$ cat src/rtl/param_counter.sv
// rtl/param_counter.sv - up/down modulus counter with load, clear, wrap/saturate and flags
module param_counter #(
    parameter int WIDTH    = 4,
    parameter int MODULUS  = 16,
    parameter int SATURATE = 0
) (
    input  logic             clock,
    input  logic             clear_n,
    input  logic             sync_clear,
    input  logic             load,
    input  logic [WIDTH-1:0] load_value,
    input  logic             enable,
    input  logic             up_down,
    output logic [WIDTH-1:0] Q,
    output logic             tc,
    output logic             wrapped
);

    // MODULUS may equal 2^WIDTH, so the top state is formed in 32-bit int before truncation.
    localparam logic [WIDTH-1:0] MAX_VAL = WIDTH'(MODULUS - 1);
    localparam logic             SAT     = (SATURATE != 0);

    logic [WIDTH-1:0] q_q, q_d;
    logic             wrapped_q, wrapped_d;
    logic             at_max, at_zero;

    assign at_max  = (q_q == MAX_VAL);
    assign at_zero = (q_q == '0);

    always_comb begin
        q_d       = q_q;
        wrapped_d = 1'b0;
        if (sync_clear) begin
            q_d = '0;
        end else if (load) begin
            q_d = (load_value > MAX_VAL) ? MAX_VAL : load_value;
        end else if (enable) begin
            if (up_down) begin
                if (!at_max) begin
                    q_d = q_q + WIDTH'(1);
                end else if (!SAT) begin
                    q_d       = '0;
                    wrapped_d = 1'b1;
                end
            end else begin
                if (!at_zero) begin
                    q_d = q_q - WIDTH'(1);
                end else if (!SAT) begin
                    q_d       = MAX_VAL;
                    wrapped_d = 1'b1;
                end
            end
        end
    end

    always_ff @(posedge clock or negedge clear_n) begin
        if (!clear_n) begin
            q_q       <= '0;
            wrapped_q <= 1'b0;
        end else begin
            q_q       <= q_d;
            wrapped_q <= wrapped_d;
        end
    end

    assign Q       = q_q;
    assign wrapped = wrapped_q;
    assign tc      = enable & ((up_down & at_max) | (~up_down & at_zero));

endmodule

$ cat config.mk
export PLATFORM = sky130hd
export DESIGN_NAME = param_counter
export DESIGN_NICKNAME = d
export VERILOG_FILES = /design/src/rtl/param_counter.sv
export SDC_FILE = /design/constraint.sdc
export NUM_CORES = 1
export LEC_CHECK = 0
export BUFFER_PORTS_ARGS = -buffer_cell sky130_fd_sc_hd__buf_2
export CORE_AREA = 3 3 40 42
export DETAILED_ROUTE_END_ITERATION = 12
export DIE_AREA = 0 0 43 45
export GPL_TIMING_DRIVEN = 0
export SYNTH_ARGS = -nofsm -noshare
export SYNTH_HDL_FRONTEND = slang
export SYNTH_SLANG_ARGS = --single-unit
$ cat constraint.sdc
create_clock -name clock -period 1.9 [get_ports clock]
set_input_delay 0.095 -clock clock [delete_from_list [all_inputs] [get_ports clock]]
set_output_delay 0.095 -clock clock [all_outputs]
set_load 0.1 [all_outputs]
==> flow_metrics.env, run 1 <==
export IMPL_status="completed"
export IMPL_crit_share_post_route_pct=96.4
export IMPL_finalClockSkew_ps=1.33
export IMPL_worst_slack_ps=69.1
export IMPL_worst_setup_path_end_kind="output pin"
export IMPL_netsw_mw=0.157
export IMPL_grt_setup_unrepaired="false"
export IMPL_placeableCoreArea_um2=1280
export IMPL_drcViolationCount=0
export IMPL_port_buffer_count=13
export IMPL_worstReg2RegStart="Q[1]"
export IMPL_max_cap_viol_count=0
export IMPL_final_antenna_net_count=0
export IMPL_cts_buffers=3
export IMPL_critPathKind="reg -> out"
export IMPL_ioPinCount=16
export IMPL_setup_worst_path_end="tc"
export IMPL_final_net_count=81
export IMPL_synthArstFlopShare_pct=100
export IMPL_die_width_um=43
export IMPL_detail_route_wl_per_cell_um=10.9
export IMPL_critical_path_required_ps=1800
export IMPL_synth_ff_type="dfrtp_1"
export IMPL_finalHoldViolations=0
export IMPL_hpwlAfterDp_um=703
export IMPL_power_density_nw_per_um2=730
export IMPL_timing_reg2reg_worst_path_depth=6
export IMPL_global_route_wire_length_before_repair_mm=1.48
export IMPL_postLayoutCellArea_um2=539
export IMPL_start_kind="register"
export IMPL_cts_htree_levels=1
export IMPL_pwr_share_comb_pct=36.9
export IMPL_setup_tns_final_ps=0
export IMPL_global_route_usage_total_pct=10.1
export IMPL_timing_hold_worst_start="sync_clear"
export IMPL_synth_edff_count=0
export IMPL_yosys_warnings=0
export IMPL_power_clock_fraction_pct=31.1
export IMPL_r2r_setup_slack_ps=400
export IMPL_netSwitchingFraction_pct=39.9
export IMPL_clock_insertion_delay_at_the_later_pin_of_the_skew_report_ps=240
export IMPL_tritoncts="built"
export IMPL_grt_start_max_net_pins=9
export IMPL_gate_count_of_the_mapped_netlist=49
export IMPL_total_leakage_power_nw=0.259
export IMPL_final_setup_viol_count=0
export IMPL_timing_worst_slew_pin_value_ps=485
export IMPL_hold_slack_ps=65.5
export IMPL_die_area_um2=1940
export IMPL_holdCritPathClass="in -> reg"
export IMPL_clock_sink_count=5
export IMPL_synthesis_area_per_instance_um2=8.38
export IMPL_critical_path_peak_fanout=6
export IMPL_clock_fmax_mhz=546
export IMPL_fraction_of_the_yosys_area_taken_by_sequential_cells_pct=30.5
export IMPL_clkSlewWorstSetupHoldPaths_ps=40
export IMPL_postSynthNetCount=62
export IMPL_drive_above_1_share_pct=35.8
export IMPL_critPathLaunch="Q[1]"
export IMPL_via_count=414
export IMPL_fillerInstances=130
export IMPL_clock_root_buffer="clkbuf_4"
export IMPL_die_h_um=45
export IMPL_synthesized_cell_area_um2=410
export IMPL_drv_slew=0
export IMPL_dp_slack_ps=213
export IMPL_detail_route_first_pass_iterations=4
export IMPL_slew_limit_headroom_pct=67.9
export IMPL_crit_reg2reg_capture="Q[3]"
export IMPL_layout_area_overhead_vs_synth_pct=31.4
export IMPL_synth_ff_latch_count=5
export IMPL_placed_cell_area_um2=500
export IMPL_cts_path_max_buffers=2
export IMPL_period_minus_slack_ps=1830
export IMPL_internal_power_mw=0.236
export IMPL_yosysUniqueCellTypes=23
export IMPL_finalWeightedCongestion=0.766
export IMPL_n_antenna_cell=0
export IMPL_via_count_of_the_first_global_routing_pass=359
export IMPL_placement_rows=13
export IMPL_drt_iter0_markers=10
export IMPL_power_frac_seq_pct=32.1
export IMPL_cp_data_arrival_time_ps=1740
export IMPL_vdd_ir_drop_worst_uv=528
export IMPL_post_cts_repair_setup_buffers=0
export IMPL_wl_um=897
export IMPL_post_drt_via_cell_ratio=5.05
export IMPL_antenna_found_initial=0
export IMPL_global_route_overflow_total=0
export IMPL_starting_utilization_of_the_core_area_pct=31.9
==> metal layers <==
metal,track usage (%),part of all wire [%],wire (um),vias to the layer above
li1,-,-,-,209
met2,14.4,42,381,23
met1,13.9,46,416,182
met4,1.81,0,0,0
met3,5.18,11,99,0
met5,0,0,0,-
==> repair_timing <==
| item | in CTS | in global routing |
|---|---|---|
| hold buffers | 1 | 0 |
| gates resized for setup | 1 | 0 |
| endpoints found under the hold margin | 5 | 0 |
| setup endpoints to repair | 1 | 0 |
==> power groups by stage <==
stage / clock [mW] / sequential [mW] / combinational, mW
final: 0.122 / 0.126 / 0.145
after floorplan: 0 / 0.177 / 0.0628
after global routing: 0.133 / 0.128 / 0.156
after CTS: 0.128 / 0.126 / 0.146
after global placement: 0 / 0.128 / 0.143
after detailed placement: 0 / 0.128 / 0.143
==> through the flow <==
step | power [mW] | utilization [%] | cells
2_1_floorplan | 0.239 | - | 49
3_3_place_gp | 0.271 | 38.9 | 77
3_5_place_dp | 0.271 | 38.9 | 77
4_1_cts | 0.401 | 42.0 | 82
5_1_grt | 0.417 | 42.0 | 82
6_report | 0.394 | 42.0 | 82
==> sequential cells by signal, indices dropped and copies added (netlist names) <==
signal   cells
wrapped      1
Q            4
==> critical path, stage by stage (launching register included) <==
cell      delay (ps)
dfrtp_2          430
inv_1            120
ha_1             170
nand2b_1          80
o31ai_1          210
and2_2           200
buf_4            290
==> how the worst min path moves through the flow <==
| stage | to | slack, ps | depth (start not counted) |
|---|---|---|---|
| 3_3_place_gp | wrapped | -90 | 1 |
| 3_5_place_dp | wrapped | -90 | 1 |
| 5_1_grt | Q[0] | 70 | 2 |
| 4_1_cts | Q[0] | 60 | 2 |
| 6_report | Q[0] | 70 | 2 |
| 2_1_floorplan | Q[0] | -200 | 0 |
==> synthesized netlist by cell type, drive strengths merged (2+ instances only) <==
cell | n | area share (%)
xor2 | 2 | 4.3
a21oi | 7 | 8.5
o21ai | 2 | 2.4
nor2 | 2 | 1.8
inv | 6 | 5.5
o31ai | 2 | 3.7
nand2 | 5 | 4.6
ha | 3 | 9.1
dfrtp | 5 | 30
clkbuf | 2 | 1.8
nand2b | 2 | 3.0
==> kinds of logic after synthesis <==
kind of cell | Yosys count | synth area share [%]
AO/OA/AOI/OAI | 16 | 27.4
adder cells (fa/ha/maj) | 3 | 9.15
XOR/XNOR | 2 | 4.27
multiplexers | 2 | 5.18
flip-flops | 5 | 30.5
buffers and inverters | 8 | 7.32
AND/OR/NAND/NOR | 13 | 16.2
==> cell type report <==
class / instances / area, um2 / share of cell area, %
repair buffers: 14 / 77.6 / 14.4
inverters: 6 / 22.5 / 4.18
plain buffers: 2 / 7.51 / 1.39
flip-flops and latches: 5 / 130 / 24.1
clock buffers: 4 / 26.3 / 4.87
multi-input cells: 36 / 256 / 47.6
well taps: 15 / 18.8 / 3.48
==> cell usage in the layout, fill, tap and decap left out <==
master	instances
o21bai_1	1
mux2_2	1
dfrtp_1	1
a311o_1	1
nand4_1	1
clkbuf_4	3
or4_1	1
a221oi_1	1
a21oi_1	7
o21ai_0	2
nor3b_1	1
nand2_1	5
mux2i_1	1
o31ai_1	2
inv_2	1
inv_1	5
a21bo_1	1
xor2_1	2
nand2b_1	2
nor2_1	2
ha_1	3
and2_2	1
dfrtp_2	4
clkbuf_1	3
buf_2	12
a41oi_2	1
buf_4	1
dlygate4sd3_1	1
Power figures use the tool's default switching activity.
==> run 2: changes to the inputs <==
RECOVER_POWER = 50   (was unset)
==> flow_metrics.env, run 2 (synthesized netlist as in run 1, its figures left out) <==
export IMPL_critical_path_top_delay_family="flip-flops"
export IMPL_placement_rows=13
export IMPL_final_net_count=81
export IMPL_power_density_nw_per_um2=733
export IMPL_clock_fmax_mhz=546
export IMPL_holdCritPathClass="in -> reg"
export IMPL_antenna_found_initial=0
export IMPL_crit_path_cell_trace="inv_1 > ha_1 > nand2b_1 > o31ai_1 > and2_2 > buf_4"
export IMPL_cts_htree_levels=1
export IMPL_worst_setup_path_end_kind="output pin"
export IMPL_cp_data_arrival_time_ps=1740
export IMPL_largest_register_ffs=4
export IMPL_crit_share_post_route_pct=96.4
export IMPL_worstReg2RegStart="Q[1]"
export IMPL_via_count=414
export IMPL_finalHoldViolations=0
export IMPL_ioPinCount=16
export IMPL_critical_path_required_ps=1800
export IMPL_number_of_placed_cells_counting_well_taps=77
export IMPL_clock_sink_count=5
export IMPL_critPathKind="reg -> out"
export IMPL_layout_area_overhead_vs_synth_pct=30.8
export IMPL_timing_hold_worst_start="sync_clear"
export IMPL_slew_limit_headroom_pct=23.0
export IMPL_via_count_of_the_first_global_routing_pass=359
export IMPL_total_leakage_power_nw=0.252
export IMPL_status="completed"
export IMPL_detail_route_wl_per_cell_um=10.9
export IMPL_layout_cells_most_common_list="10 x buf_2, 7 x a21oi_1, 5 x inv_1, 5 x clkbuf_1, 5 x nand2_1"
export IMPL_post_cts_repair_setup_buffers=0
export IMPL_die_width_um=43
export IMPL_detail_route_first_pass_iterations=4
export IMPL_vdd_ir_drop_worst_uv=527
export IMPL_final_antenna_net_count=0
export IMPL_drt_iter0_markers=10
export IMPL_finalClockSkew_ps=1.31
export IMPL_drv_slew=0
export IMPL_critPathLaunch="Q[1]"
export IMPL_finalWeightedCongestion=0.766
export IMPL_post_drt_via_cell_ratio=5.05
export IMPL_wl_um=895
export IMPL_cts_buffers=3
export IMPL_die_area_um2=1940
export IMPL_start_kind="register"
export IMPL_n_antenna_cell=0
export IMPL_critical_path_peak_fanout=6
export IMPL_final_util_pct=41.8
export IMPL_clock_insertion_delay_at_the_later_pin_of_the_skew_report_ps=240
export IMPL_max_cap_viol_count=0
export IMPL_period_minus_slack_ps=1830
export IMPL_timing_worst_slew_pin_value_ps=1160
export IMPL_setup_tns_final_ps=0
export IMPL_placeableCoreArea_um2=1280
export IMPL_clock_root_buffer="clkbuf_4"
export IMPL_hpwlAfterDp_um=703
export IMPL_die_h_um=45
export IMPL_critical_path_slowest_cell="dfrtp_2"
export IMPL_clkSlewWorstSetupHoldPaths_ps=40
export IMPL_final_common_cell="buf_2"
export IMPL_global_route_overflow_total=0
export IMPL_port_buffer_count=13
export IMPL_grt_start_max_net_pins=9
export IMPL_final_setup_viol_count=0
export IMPL_crit_path_largest_cell_delay_ps=430
export IMPL_critical_path_buf_inv_count=2
export IMPL_drcViolationCount=0
export IMPL_starting_utilization_of_the_core_area_pct=31.9
export IMPL_global_route_wire_length_before_repair_mm=1.48
export IMPL_grt_setup_unrepaired="false"
export IMPL_global_route_usage_total_pct=10.1
export IMPL_cts_path_max_buffers=2
export IMPL_tritoncts="built"
export IMPL_layoutNonFillerInstCount=82
export IMPL_drive_above_1_share_pct=32.8
==> run 2: changes by cell type in the layout (fill, tap and decap cells not counted) <==
cell | previous run | this run
clkbuf_1 | 3 | 5
buf_2 | 12 | 10
==> run 2: final cells by class <==
cell class	instances	area (um2)
timing repair buffer	14	75.1
buffer	2	7.51
sequential	5	130
clock buffer	4	26.3
tap	15	18.8
multi-input combinational	36	256
fill	132	748
inverter	6	22.5
==> run 2: per-layer routing <==
metal | track usage, % | up-vias | wire length [um] | share of wire (%)
li1 | - | 209 | - | -
met3 | 5.18 | 0 | 98 | 11
met4 | 1.81 | 0 | 0 | 0
met5 | 0 | - | 0 | 0
met1 | 13.9 | 182 | 415 | 46
met2 | 14.4 | 23 | 381 | 43
==> run 2: path summary, 6_finish.rpt <==
kind,end,slack [ps],cells past startpoint
max,tc,70,6
min,Q[0],70,2
min in group asynchronous,Q[2],230,2
max in group asynchronous,Q[0],1440,2
max reg2reg,Q[3],400,6
min reg2reg,Q[0],680,3
==> run 2: metrics by stage <==
stage / hold WS, ps / area [um2] / worst slack, ps / power (mW)
3_5_place_dp: -86.7 / 500 / 213 / 0.271
5_1_grt: 73.8 / 537 / 6.89 / 0.416
3_3_place_gp: -90.5 / 500 / 161 / 0.271
4_1_cts: 60.3 / 539 / 74.8 / 0.401
2_1_floorplan: -201 / 417 / -95.8 / 0.239
6_report: 65.6 / 537 / 69.1 / 0.393
==> run 2: power by group <==
| group | switching, mW | internal, mW | total, mW |
|---|---|---|---|
| logic | 0.103 | 0.0416 | 0.145 |
| registers | 0.0111 | 0.115 | 0.126 |
| clock network | 0.0429 | 0.0794 | 0.122 |
==> run 2: timing repair <==
| item | 4_1_cts | 5_1_grt |
|---|---|---|
| hold endpoints to repair | 5 | 0 |
| setup endpoints to repair | 1 | 0 |
| hold buffers | 1 | 0 |
| gates resized for setup | 1 | 0 |
